==> config.mk <==
export PLATFORM = sky130hd
export DESIGN_NAME = fp_mantis_adder_pipe
export DESIGN_NICKNAME = d
export VERILOG_FILES = /design/src/rtl/fp_mantis_adder_pipe.sv
export SDC_FILE = /design/constraint.sdc
export NUM_CORES = 1
export LEC_CHECK = 0
export ABC_CLOCK_PERIOD_IN_PS = 4000
export CAP_MARGIN = 20
export CORE_ASPECT_RATIO = 0.6
export CORE_UTILIZATION = 54
export DETAILED_ROUTE_END_ITERATION = 10
export HOLD_SLACK_MARGIN = 0.02
export PLACE_DENSITY_LB_ADDON = 0.25
export SYNTH_ARGS = -nofsm -noshare
export SYNTH_HDL_FRONTEND = slang
export SYNTH_SLANG_ARGS = --single-unit
==> constraint.sdc <==
create_clock -name clk -period 4 [get_ports clk]
set_clock_uncertainty 0.1 [all_clocks]
set_input_delay 0.8 -clock clk [delete_from_list [all_inputs] [get_ports clk]]
set_output_delay 0.8 -clock clk [all_outputs]
set_load 0.005 [all_outputs]
==> src/rtl/fp_mantis_adder_pipe.sv <==
// Purpose : significand add/subtract with magnitude swap, carry/leading-zero normalisation and flags.
// Latency : 3 register stages; the result is valid on the 3rd edge counting the accepting edge as the 1st.
// Backpressure: a stage advances when it is empty or the next stage advances; in_ready = stage-1 advance.
// Ports   : clk/rst (sync, active-high); in_valid/in_ready + sign_A/sign_B/exp/mantis_A/mantis_B operands;
//           out_valid/out_ready + sign/exp_out/mantis_out result and operator/loss/zero/overflow/underflow flags.
module fp_mantis_adder_pipe #(
  parameter int EXP_W = 8,
  parameter int MAN_W = 28
) (
  input  logic             clk,
  input  logic             rst,
  input  logic             in_valid,
  output logic             in_ready,
  input  logic             sign_A,
  input  logic             sign_B,
  input  logic [EXP_W-1:0] exp,
  input  logic [MAN_W-1:0] mantis_A,
  input  logic [MAN_W-1:0] mantis_B,
  output logic             out_valid,
  input  logic             out_ready,
  output logic             sign,
  output logic [EXP_W-1:0] exp_out,
  output logic [MAN_W-1:0] mantis_out,
  output logic             operator,
  output logic             loss,
  output logic             zero,
  output logic             overflow,
  output logic             underflow
);

  localparam int LZ_W  = $clog2(MAN_W + 1);
  // Wide enough to compare a leading-zero count against an exponent without truncation.
  localparam int CMP_W = ((EXP_W > LZ_W) ? EXP_W : LZ_W) + 1;

  typedef struct packed {
    logic             sign;
    logic             op;
    logic [EXP_W-1:0] exp;
    logic [MAN_W:0]   sum;   // one extra bit catches the add carry
  } s1_t;

  typedef struct packed {
    logic             sign;
    logic             op;
    logic [EXP_W-1:0] exp;
    logic [MAN_W-1:0] man;
    logic             loss;
    logic             ovf;
  } s2_t;

  typedef struct packed {
    logic             sign;
    logic             op;
    logic [EXP_W-1:0] exp;
    logic [MAN_W-1:0] man;
    logic             loss;
    logic             zero;
    logic             ovf;
    logic             unf;
  } s3_t;

  logic s1_vld_q, s1_vld_d;
  logic s2_vld_q, s2_vld_d;
  logic s3_vld_q, s3_vld_d;
  s1_t  s1_dat_q, s1_dat_d;
  s2_t  s2_dat_q, s2_dat_d;
  s3_t  s3_dat_q, s3_dat_d;

  logic            s1_adv, s2_adv, s3_adv;
  logic [LZ_W-1:0] lz;

  // Leading-zero count of the stage-2 mantissa; the highest set bit is visited last and wins.
  always_comb begin
    lz = LZ_W'(MAN_W);
    for (int i = 0; i < MAN_W; i++) begin
      if (s2_dat_q.man[i]) lz = LZ_W'(MAN_W - 1 - i);
    end
  end

  always_comb begin
    s3_adv   = !s3_vld_q || out_ready;
    s2_adv   = !s2_vld_q || s3_adv;
    s1_adv   = !s1_vld_q || s2_adv;
    in_ready = s1_adv;

    // Stage 1: add or magnitude-ordered subtract, so the result is never negative.
    s1_vld_d = s1_adv ? in_valid : s1_vld_q;
    s1_dat_d = s1_dat_q;
    if (s1_adv && in_valid) begin
      s1_dat_d.op  = sign_A ^ sign_B;
      s1_dat_d.exp = exp;
      if (!(sign_A ^ sign_B)) begin
        s1_dat_d.sum  = {1'b0, mantis_A} + {1'b0, mantis_B};
        s1_dat_d.sign = sign_A;
      end else if (mantis_B > mantis_A) begin
        s1_dat_d.sum  = {1'b0, mantis_B} - {1'b0, mantis_A};
        s1_dat_d.sign = sign_B;
      end else begin
        s1_dat_d.sum  = {1'b0, mantis_A} - {1'b0, mantis_B};
        s1_dat_d.sign = sign_A;
      end
    end

    // Stage 2: fold a carry back into MAN_W bits; the exponent saturates at all-ones.
    s2_vld_d = s2_adv ? s1_vld_q : s2_vld_q;
    s2_dat_d = s2_dat_q;
    if (s2_adv && s1_vld_q) begin
      s2_dat_d.sign = s1_dat_q.sign;
      s2_dat_d.op   = s1_dat_q.op;
      s2_dat_d.exp  = s1_dat_q.exp;
      s2_dat_d.loss = 1'b0;
      s2_dat_d.ovf  = 1'b0;
      if (s1_dat_q.sum[MAN_W]) begin
        s2_dat_d.man  = s1_dat_q.sum[MAN_W:1];
        s2_dat_d.loss = s1_dat_q.sum[0];
        if (&s1_dat_q.exp) s2_dat_d.ovf = 1'b1;
        else               s2_dat_d.exp = s1_dat_q.exp + 1'b1;
      end else begin
        s2_dat_d.man = s1_dat_q.sum[MAN_W-1:0];
      end
    end

    // Stage 3: left-normalise subtract results, never driving the exponent below 0.
    s3_vld_d = s3_adv ? s2_vld_q : s3_vld_q;
    s3_dat_d = s3_dat_q;
    if (s3_adv && s2_vld_q) begin
      s3_dat_d.sign = s2_dat_q.sign;
      s3_dat_d.op   = s2_dat_q.op;
      s3_dat_d.exp  = s2_dat_q.exp;
      s3_dat_d.man  = s2_dat_q.man;
      s3_dat_d.loss = s2_dat_q.loss;
      s3_dat_d.ovf  = s2_dat_q.ovf;
      s3_dat_d.zero = 1'b0;
      s3_dat_d.unf  = 1'b0;
      if (s2_dat_q.man == '0) begin
        // Exact zero is canonical: positive sign, zero exponent, no flags.
        s3_dat_d.sign = 1'b0;
        s3_dat_d.exp  = '0;
        s3_dat_d.loss = 1'b0;
        s3_dat_d.ovf  = 1'b0;
        s3_dat_d.zero = 1'b1;
      end else if (s2_dat_q.op) begin
        if (CMP_W'(lz) <= CMP_W'(s2_dat_q.exp)) begin
          s3_dat_d.man = s2_dat_q.man << lz;
          s3_dat_d.exp = s2_dat_q.exp - EXP_W'(lz);
        end else begin
          s3_dat_d.man = s2_dat_q.man << s2_dat_q.exp;
          s3_dat_d.exp = '0;
          s3_dat_d.unf = 1'b1;
        end
      end
    end
  end

  always_ff @(posedge clk) begin
    if (rst) begin
      s1_vld_q <= 1'b0;
      s2_vld_q <= 1'b0;
      s3_vld_q <= 1'b0;
      s1_dat_q <= '0;
      s2_dat_q <= '0;
      s3_dat_q <= '0;
    end else begin
      s1_vld_q <= s1_vld_d;
      s2_vld_q <= s2_vld_d;
      s3_vld_q <= s3_vld_d;
      s1_dat_q <= s1_dat_d;
      s2_dat_q <= s2_dat_d;
      s3_dat_q <= s3_dat_d;
    end
  end

  assign out_valid  = s3_vld_q;
  assign sign       = s3_dat_q.sign;
  assign exp_out    = s3_dat_q.exp;
  assign mantis_out = s3_dat_q.man;
  assign operator   = s3_dat_q.op;
  assign loss       = s3_dat_q.loss;
  assign zero       = s3_dat_q.zero;
  assign overflow   = s3_dat_q.ovf;
  assign underflow  = s3_dat_q.unf;

endmodule

==> impl_metrics.py <==
metrics = {
    "global_route": {
        "antenna_found_initial": 0,
        "grt_max_degree": 45,
        "grt_pass1_vias": 13750,
        "grt.total_usage_pct": 44.03,
        "grt_pass1_wl_mm": 75.76,
        "grt_overflow_total": 0,
    },
    "synth": {
        "netlist_instances": 1589,
        "syn_nets": 1753,
        "synth_area_per_cell_um2": 7.386,
        "netlist.area_leader.share_pct": 21.15,
        "synth_simple_gate_area_share_pct": 18.49,
        "ys_top_cells_by_area": "dfxtp_1, ha_1, a21oi_1",
        "async_flop_share_pct": 0,
        "ys.flop_type": "dfxtp_1",
        "yosysWarnings": 0,
        "synth_area_leader_cell": "dfxtp_1",
        "yosys.area_share.adder_pct": 10.28,
        "synthesis.area_um2": 11740,
        "synth-xor-area-share_pct": 2.985,
        "muxShareOfSynthArea_pct": 8.550,
        "ys_ff_latch": 124,
        "synth_top_family_by_area": "compound AO/OA/AOI/OAI gates",
        "synth_compound_area_share_pct": 30.54,
        "synth_edf_count": 0,
        "yosysSeqAreaShare_pct": 21.15,
        "synth_cell_types": 81,
    },
    "routing": {
        "drcViolationCount": 0,
        "vias": 15570,
        "via_per_inst": 6.700,
        "first_iter_violations": 2489,
        "routed_wl_mm": 54.52,
        "drt_pass1_iterations": 7,
        "ant_nets": 0,
        "wl_per_cell_um": 23.46,
    },
    "worst_setup_path": {
        "worstSetupPathType": "register to register",
        "slowest_delay_ns": 0.44,
        "reg2reg_depth": 22,
        "ff2ff_setup_slack_ns": -0.78,
        "crit_path_end_kind": "register",
        "cp.required_ns": 4.27,
        "r2r-start": "s2_dat_q[6]",
        "cp_max_fo": 7,
        "cp_slowest_cell": "dfxtp_1",
        "arrival_ns": 5.05,
        "worstPathCellList": "buf_6 > nor2_1 > o31ai_4 > a211oi_2 > o31a_1 > o21ai_2 > nand2_2 > fa_2 > a21o_1 > a211o_1 > a21oi_4 > buf_12 > buf_4 > nand2_1 > o21ai_0 > buf_4 > nand3_1 > nor2_2 > inv_1 > o21ai_1 > a31oi_1 > a31oi_1",
        "cp_top_family": "compound AO/OA/AOI/OAI gates",
        "startpoint_type": "register",
        "cp.depth": 22,
        "r2r_end": "mantis_out[24]",
        "path_buf_inv": 5,
    },
    "cells_and_area": {
        "regArea_um2": 2491,
        "fin_nets": 2196,
        "syn_to_final_growth_pct": 51.77,
        "final_common_cell": "buf_4",
        "multiInputGateArea_um2": 9289,
        "fin_util_pct": 84.28,
        "drive_above_1_share_pct": 32.08,
        "layout_common_cells": "buf_4, nor2_1, a21oi_1",
        "antenna_cells": 0,
        "final.fill_count": 1236,
    },
    "outcome": {
        "status": "finished with violations",
        "violations": "negative setup slack",
    },
    "timing": {
        "relSlewSlack_pct": 11.51,
        "finalHoldViolCount": 0,
        "hold_ws_ns": 0.3635,
        "finalCritPeriodShare_pct": 119.6,
        "fmax_ghz": 0.2090,
        "report.final.slew_viol_count": 0,
        "setup_ws_ns": -0.7841,
        "tightest_slew_ns": 1.321,
        "final-setup-viol-count": 29,
        "rsz0062_at_grt": "true",
        "post-route-min-period_ns": 4.784,
    },
    "hold_path": {
        "hold_path_end": "zero",
        "holdCritStartpoint": "zero",
        "hp-class": "register to register",
        "worst_hold_path.num_cells": 2,
    },
    "floorplan": {
        "dieArea_um2": 22350,
        "num_rows": 41,
        "io_pins": 114,
        "die_w_um": 192.3,
        "start_util_pct": 55.53,
        "fp.dieH_um": 116.2,
        "coreArea_um2": 21140,
    },
    "pwr": {
        "p_leak_nw": 7.811,
        "power.density_nw_per_um2": 386.3,
        "ir_drop_mv": 0.4196,
    },
    "clock_network": {
        "cts_buffer_depth": 2,
        "clk_latency_ns": 0.45,
        "cts-root-buf": "clkbuf_16",
        "clock_sinks": 124,
        "htree_levels": 4,
        "cts_buffers": 17,
        "cts_tree": "yes",
        "clk_pin_slew_ns": 0.07,
    },
    "place": {
        "dpl.hpwl_mm": 38.24,
        "gp_congestion": 1.034,
        "port_buffers": 113,
        "dp_worst_setup_slack_ns": -0.7376,
    },
    "flow_run": {
        "timing.max_cap.violations": 0,
    },
}
==> sequential cells by signal (all words and copies together) (netlist names), 8 cells and up <==
| name | count |
|---|---|
| mantis_out | 28 |
| exp_out | 8 |
| s2_dat_q | 40 |
| s1_dat_q | 39 |
==> final cells by class <==
type                            instances  share of cell area (%)
Multi-Input combinational cell       1233                   52.15
Timing Repair Buffer                  547                   26.29
Sequential cell                       124                   13.99
Clock buffer                           18                   2.409
Inverter                              109                   2.297
Tap cell                              279                   1.960
Clock inverter                         14                  0.9062
==> worst register-to-register path, delay by kind of cell (launching register included) <==
family                     cells  cell delay [ns]
buffers and inverters          5             0.80
AOI/OAI and AO/OA             11             2.31
adders and majority gates      1             0.39
DFF                            1             0.44
and+or+nand+nor                5             0.69
==> routing by layer <==
layer,wire [um],global-route usage [%],up-vias
li1,-,-,6671
met1,22040,62.98,7289
met2,21490,61.20,1357
met3,9046,17.52,251
met4,1824,8.924,2
met5,113,2.991,-
==> cells in the mapped netlist (all sizes together) (16+ instances only) <==
cell type	instances
a21oi	170
nor2	165
dfxtp	124
nand2	116
inv	108
ha	90
clkbuf	86
mux2i	80
o21ai	76
a211oi	51
nor3	41
buf	38
nand3	35
a21o	30
xnor2	26
nand4	20
nor4	20
a221oi	18
nand2b	18
a22o	17
a31oi	17
mux2	16
o21bai	16
==> per-stage QoR <==
step                      std cells  instance area (um2)  TNS, ns  total power [mW]
after floorplan                1589                11910   -3.049             3.063
after global placement         2259                15930   -23.84             4.343
after detailed placement       2259                15930   -26.76             4.393
after CTS                      2303                17050   -12.14             6.283
after global routing           2324                17810   -19.81             7.043
final                          2324                17810   -18.16             6.882
==> worst max-delay path by stage <==
stage	end	start	slack, ns
global route	mantis_out[12]	s2_dat_q[4]	-0.81
detailed placement	mantis_out[20]	s2_dat_q[3]	-0.74
CTS	mantis_out[24]	s2_dat_q[3]	-0.51
finish	mantis_out[24]	s2_dat_q[6]	-0.78
global placement	mantis_out[21]	s2_dat_q[3]	-0.65
floorplan	mantis_out[26]	s2_dat_q[3]	-0.22
==> cells by family after synthesis <==
family | count (synthesis)
AO/OA/AOI/OAI | 531
XOR/XNOR | 40
adder cells (fa/ha/maj) | 94
buffers and inverters | 233
flip-flops | 124
multiplexers | 97
AND/OR/NAND/NOR | 470
==> timing repair <==
action / 4_1_cts / 5_1_grt
gates resized for setup: 86 / 138
pin swaps: 21 / 58
hold buffers: 0 / 0
buffers inserted: 12 / 19
endpoints found under the setup margin: 36 / 59
cloned: 2 / 3
==> power breakdown <==
part | switching (mW) | total, mW | leakage, nW | internal, mW
clock network | 0.688 | 1.62 | 0.284 | 0.931
logic | 2.06 | 3.86 | 6.51 | 1.79
registers | 0.0857 | 1.41 | 1.02 | 1.32
Note: power is estimated with default switching activity, not from simulation.
